File: src/rtl/core_run_ctrl.sv
// Run sequencer around the 9-bit core: host load -> core reset pulse -> run -> stream a result window back out.
// Optional RUN watchdog is compiled in with `define CORE_RUN_TIMEOUT_EN.
module core_run_ctrl #(
  parameter int AW         = 8,
  parameter int DW         = 8,
  parameter int RST_CYCLES = 2,
  parameter int RES_BASE   = 0,
  parameter int RES_LEN    = 4,
  parameter int MAX_CYCLES = 4096
) (
  input  logic          Clk,
  input  logic          Reset,
  input  logic          start,
  input  logic          ld_valid,
  output logic          ld_ready,
  input  logic [AW-1:0] ld_addr,
  input  logic [DW-1:0] ld_data,
  input  logic          ld_last,
  output logic          core_reset,
  input  logic          core_done,
  output logic          mem_own,
  output logic          mem_wr_en,
  output logic [AW-1:0] mem_addr,
  output logic [DW-1:0] mem_wdat,
  input  logic [DW-1:0] mem_rdat,
  output logic          res_valid,
  input  logic          res_ready,
  output logic [DW-1:0] res_data,
  output logic          res_last,
  output logic          busy,
  output logic          timeout,
  output logic [2:0]    state_dbg
);

  // Handshakes: a byte moves on any cycle where valid&ready are both 1; valid never waits on ready,
  // and a presented result byte stays put until taken.

  typedef enum logic [2:0] {
    S_IDLE       = 3'd0,
    S_LOAD       = 3'd1,
    S_RESET_CORE = 3'd2,
    S_RUN        = 3'd3,
    S_DRAIN      = 3'd4
  } state_t;

  localparam logic [31:0] RST_LAST = 32'(RST_CYCLES - 1);
  localparam logic [AW:0] LEN_A    = (AW+1)'(RES_LEN);
  localparam logic [AW:0] LAST_A   = (AW+1)'(RES_LEN - 1);
  localparam logic [AW-1:0] BASE_A = AW'(RES_BASE);

  state_t      state, next_state;
  logic [31:0] cnt;
  logic [AW:0] idx;
  logic        fetch;
  logic        wd_limit;
  logic        wd_hit;

`ifdef CORE_RUN_TIMEOUT_EN
  localparam logic [31:0] MAX_LAST = 32'(MAX_CYCLES - 1);
  assign wd_limit = (cnt == MAX_LAST);
`else
  assign wd_limit = 1'b0;
`endif

  always_comb begin
    next_state = state;
    fetch      = 1'b0;
    wd_hit     = 1'b0;
    case (state)
      S_IDLE:       if (start) next_state = S_LOAD;
      S_LOAD:       if (ld_valid && ld_last) next_state = S_RESET_CORE;
      S_RESET_CORE: if (cnt == RST_LAST) next_state = S_RUN;
      S_RUN: begin
        // core_done takes priority over a watchdog expiry in the same cycle
        if (core_done) begin
          next_state = S_DRAIN;
        end else if (wd_limit) begin
          wd_hit     = 1'b1;
          next_state = S_DRAIN;
        end
      end
      S_DRAIN: begin
        fetch = (idx != LEN_A) && (!res_valid || res_ready);
        if (res_valid && res_ready && res_last) next_state = S_IDLE;
      end
      default: next_state = S_IDLE;
    endcase
  end

  always_ff @(posedge Clk or negedge Reset) begin
    if (!Reset) begin
      state      <= S_IDLE;
      core_reset <= 1'b1;
      mem_own    <= 1'b1;
      busy       <= 1'b0;
      cnt        <= '0;
      idx        <= '0;
      res_valid  <= 1'b0;
      res_data   <= '0;
      res_last   <= 1'b0;
      timeout    <= 1'b0;
    end else begin
      state      <= next_state;
      core_reset <= (next_state != S_RUN);
      mem_own    <= (next_state != S_RUN);
      busy       <= (next_state != S_IDLE);

      // Counts cycles spent in RESET_CORE / RUN; restarts at every state change.
      if ((next_state == state) && (state == S_RESET_CORE || state == S_RUN))
        cnt <= cnt + 32'd1;
      else
        cnt <= '0;

      if (state != S_DRAIN)
        idx <= '0;
      else if (fetch)
        idx <= idx + 1'b1;

      if (fetch) begin
        res_valid <= 1'b1;
        res_data  <= mem_rdat;
        res_last  <= (idx == LAST_A);
      end else if (res_valid && res_ready) begin
        res_valid <= 1'b0;
        res_last  <= 1'b0;
      end

`ifdef CORE_RUN_TIMEOUT_EN
      if (state == S_IDLE && start)
        timeout <= 1'b0;
      else if (wd_hit)
        timeout <= 1'b1;
`else
      timeout <= 1'b0;
`endif
    end
  end

  // Load bytes pass straight through to memory in the cycle they are accepted.
  assign ld_ready  = (state == S_LOAD);
  assign mem_wr_en = (state == S_LOAD) && ld_valid;
  assign mem_addr  = (state == S_LOAD) ? ld_addr : BASE_A + idx[AW-1:0];
  assign mem_wdat  = (state == S_LOAD) ? ld_data : '0;
  assign state_dbg = state;

endmodule

File: config.mk
export PLATFORM = sky130hd
export DESIGN_NAME = core_run_ctrl
export DESIGN_NICKNAME = d
export VERILOG_FILES = /design/src/rtl/core_run_ctrl.sv
export SDC_FILE = /design/constraint.sdc
export NUM_CORES = 1
export LEC_CHECK = 0
export CORE_UTILIZATION = 46
export CTS_CLUSTER_DIAMETER = 30
export DETAILED_ROUTE_END_ITERATION = 8
export MAX_ROUTING_LAYER = met4
export PLACE_DENSITY = 0.76
export SYNTH_ARGS = -nofsm -noshare
export SYNTH_HDL_FRONTEND = slang
export SYNTH_SLANG_ARGS = --single-unit
File: constraint.sdc
create_clock -name Clk -period 1.9 [get_ports Clk]
set_clock_uncertainty 0.1 [all_clocks]
set_input_delay 0.285 -clock Clk [delete_from_list [all_inputs] [get_ports Clk]]
set_output_delay 0.285 -clock Clk [all_outputs]
set_load 0.05 [all_outputs]
==> results of run 1 <==
==> stage by stage <==
stage                     utilization  hold slack (ps)  worst slack, ps  area, um^2
final                           0.712              377            -62.5        4600
after global routing            0.712              410             -123        4600
after CTS                       0.695              371            -96.1        4490
after detailed placement        0.666              176            -72.7        4300
after global placement          0.666              173            -43.9        4300
after floorplan                     -             -111            -23.5        3250
==> flip-flops by register name (all words and copies together) (netlist names) <==
| register | cells |
|---|---|
| state_dbg | 3 |
| res_valid | 1 |
| res_last | 1 |
| cnt | 32 |
| busy | 1 |
| mem_own | 1 |
| idx | 9 |
| res_data | 8 |
==> how the worst max path moves through the flow <==
| stage | end | start |
|---|---|---|
| floorplan | res_data[1] | idx[4] |
| global placement | res_data[0] | idx[4] |
| detailed placement | res_data[0] | idx[4] |
| CTS | mem_addr[5] | state_dbg[2] |
| global route | mem_addr[5] | state_dbg[2] |
| finish | mem_addr[5] | state_dbg[2] |
==> cells in the mapped netlist (all sizes together), types with 9 or more instances <==
| master | count |
|---|---|
| mux2 | 13 |
| o21ai | 10 |
| a21oi | 18 |
| nand3 | 15 |
| dfrtp | 55 |
| buf | 10 |
| o31ai | 12 |
| nor2 | 29 |
| and2 | 11 |
| nand4 | 20 |
| clkbuf | 10 |
| nand2 | 26 |
| nor4 | 9 |
| or4 | 13 |
==> worst max-delay path, stage by stage, from the launching register on <==
cell and delay (ps):
dfrtp_2 420, nand2b_4 150, nor2_4 100, buf_6 140
mux2_4 320, buf_12 150
==> what timing repair did <==
| action | CTS | global route |
|---|---|---|
| setup buffers | 3 | 5 |
| resized for setup | 19 | 23 |
| setup endpoints to repair | 22 | 66 |
| hold buffers | 1 | 0 |
| cloned | 0 | 0 |
| pin swaps | 1 | 6 |
| hold endpoints to repair | 19 | 0 |
==> per-layer routing <==
layer	part of all wire	GRT usage	wire (um)
met2	0.52	0.381	3960
met1	0.42	0.284	3210
met4	0.012	0.0690	89
met5	0	-	0
met3	0.039	0.0531	298
==> power breakdown <==
| part | switching [W] | internal, W | total, W |
|---|---|---|---|
| clock network | 0.000390 | 0.000296 | 0.000686 |
| registers | 0.000110 | 0.00136 | 0.00147 |
| logic | 0.00180 | 0.00150 | 0.00331 |
| total | 0.00230 | 0.00315 | 0.00546 |
==> cell families after synthesis <==
| logic type | share of synthesized area |
|---|---|
| buffers and inverters | 0.0470 |
| AO/OA/AOI/OAI | 0.127 |
| multiplexers | 0.0502 |
| XOR/XNOR | 0.0450 |
| adder cells (fa/ha/maj) | 0.0161 |
| flip-flops | 0.450 |
| AND/OR/NAND/NOR | 0.263 |
| other | 0.00120 |
==> area by class of cell <==
type | instances | share of cell area
Multi-Input combinational cell | 237 | 0.380
Sequential cell | 56 | 0.306
Timing Repair Buffer | 110 | 0.266
Tap cell | 77 | 0.0210
Clock buffer | 6 | 0.0180
Inverter | 7 | 0.00571
Clock inverter | 2 | 0.00327
==> results.cfg, run 1 <==
[critical_path]
r2r_setup_slack_ps = -50
path_class = flip-flop to primary output
path_max_fanout = 4
worst_setup_path_start_kind = flip-flop
reg2reg_to = res_data[2]
end_kind = primary output
regToRegStartpoint = idx[4]
worst_r2r_path_depth = 4
arrival_ps = 1580
crit_required_ps = 1510

[yosys]
postSynth.topFlopCell = dfrtp_1
ys_seq_elements = 56
post_synth_num_cell_types = 51
synth-seq-area-share = 0.450
synth_nets = 355
synthesis.area_per_instance_um2 = 9.74
synthTopCellsByArea = dfrtp_1 44%, mux2_2 3.6%, nand4_1 3.6%
asyncSetResetFlopFracSynth = 1.00
yosys_warnings = 0
yosysTopAreaCell = dfrtp_1
edff_count_synth = 0
syn-instance-count = 320
netlist.area_leader.share = 0.442
post_synth_instance_area_mm2 = 0.00312

[floorplan]
initial_core_util = 0.482
fp.dieArea_mm2 = 0.00711
placeableCoreArea_mm2 = 0.00646
chipWidth_um = 84.3
die_height_um = 84.3
fp-row-count = 29
design.portCount = 66

[power_and_ir_drop]
max-vdd-ir-drop_mv = 0.574
power.leakage_nw = 2.04
power_density_mw_per_mm2 = 1190
post-layout-total-power_w = 0.00546

[clock_tree]
clock_root_cell = clkbuf_8
cts_tree = built
numCtsBuffers = 5
tritoncts_num_sinks = 56
ctsLongestPathBuffers = 2
worst_skew_pair.late_latency_ps = 310
h_tree_level_count = 2
clkTransAtPathRegs_ps = 90

[timing]
final.setup.tns_ps = -852
final_period_minus_worst_setup_slack_ps = 1960
finalWorstSetupSlack_ps = -62.5
worstMarginPinSlew_ps = 511
finalSetupViolCount = 19
max_slew_margin = 0.659
post-route-period-util = 1.03
max_clock_freq_mhz = 510
timing_max_transition_violations_final = 0
setup_repair_after_global_routing_missed_its_margin = yes
finalHoldViolCount = 0

[placement]
io_buffer_count = 64
place_inst = 478
post-dp-hpwl_mm = 5.43
last_weighted_congestion_value_of_the_routability_driven_placer = 0.838

[global_route]
globalRoute.totalOverflow = 0
grt_util_all_layers = 0.231
grt_max_degree = 38
antenna_found_initial = 0
via_count_of_the_first_global_routing_pass = 2764
first_pass_grt_wire_length_mm = 12.8

[cells_and_area]
drive_above_1_share = 0.337
antennaDiodeCount = 0
filler_cell_count = 457
finish.net_count = 452
area.growth.synth_to_final_pct = 47.6
seq_area_mm2 = 0.00141
commonest_non_fill_non_tap_cell_in_the_layout = dfrtp_1
final_cell_mix = 51 x dfrtp_1, 44 x buf_4, 30 x clkdlybuf4s50_1, 28 x nor2_1, 23 x nand2_1
multi_input_comb_area_mm2 = 0.00175
layoutNonFillerInstCount = 495

[run_status]
violations = design-rule violations, negative setup slack
status = finished with violations

[detailed_routing]
vias = 2800
firstDrtPassIters = 8
drt_first_iter_violations = 138
drcViolationCount = 9
ant_nets = 0
drt_wl_total_mm = 7.56
routed_via_density = 5.66
detail_route.wl_per_cell_um = 15.3

[min_path]
min-delay-path-class = input port to async pin

[flow_run]
maxCapViolations = 0
Note: power is estimated with default switching activity, not from simulation.
==> inputs of run 2 (changes only) <==
--- a/config.mk
+++ b/config.mk
@@ -10,6 +10,7 @@
 export DETAILED_ROUTE_END_ITERATION = 8
 export MAX_ROUTING_LAYER = met4
 export PLACE_DENSITY = 0.76
+export SLEW_MARGIN = 20
 export SYNTH_ARGS = -nofsm -noshare
 export SYNTH_HDL_FRONTEND = slang
 export SYNTH_SLANG_ARGS = --single-unit
==> results of run 2 <==
Final layout, timing and power as in run 1 (identical DEF).
==> inputs of run 3 (changes only) <==
--- a/config.mk
+++ b/config.mk
@@ -8,6 +8,7 @@
 export CORE_UTILIZATION = 46
 export CTS_CLUSTER_DIAMETER = 30
 export DETAILED_ROUTE_END_ITERATION = 8
+export HOLD_SLACK_MARGIN = 0.05
 export MAX_ROUTING_LAYER = met4
 export PLACE_DENSITY = 0.76
 export SLEW_MARGIN = 20
==> results of run 3 <==
Final layout, timing and power as in run 1 (identical DEF).
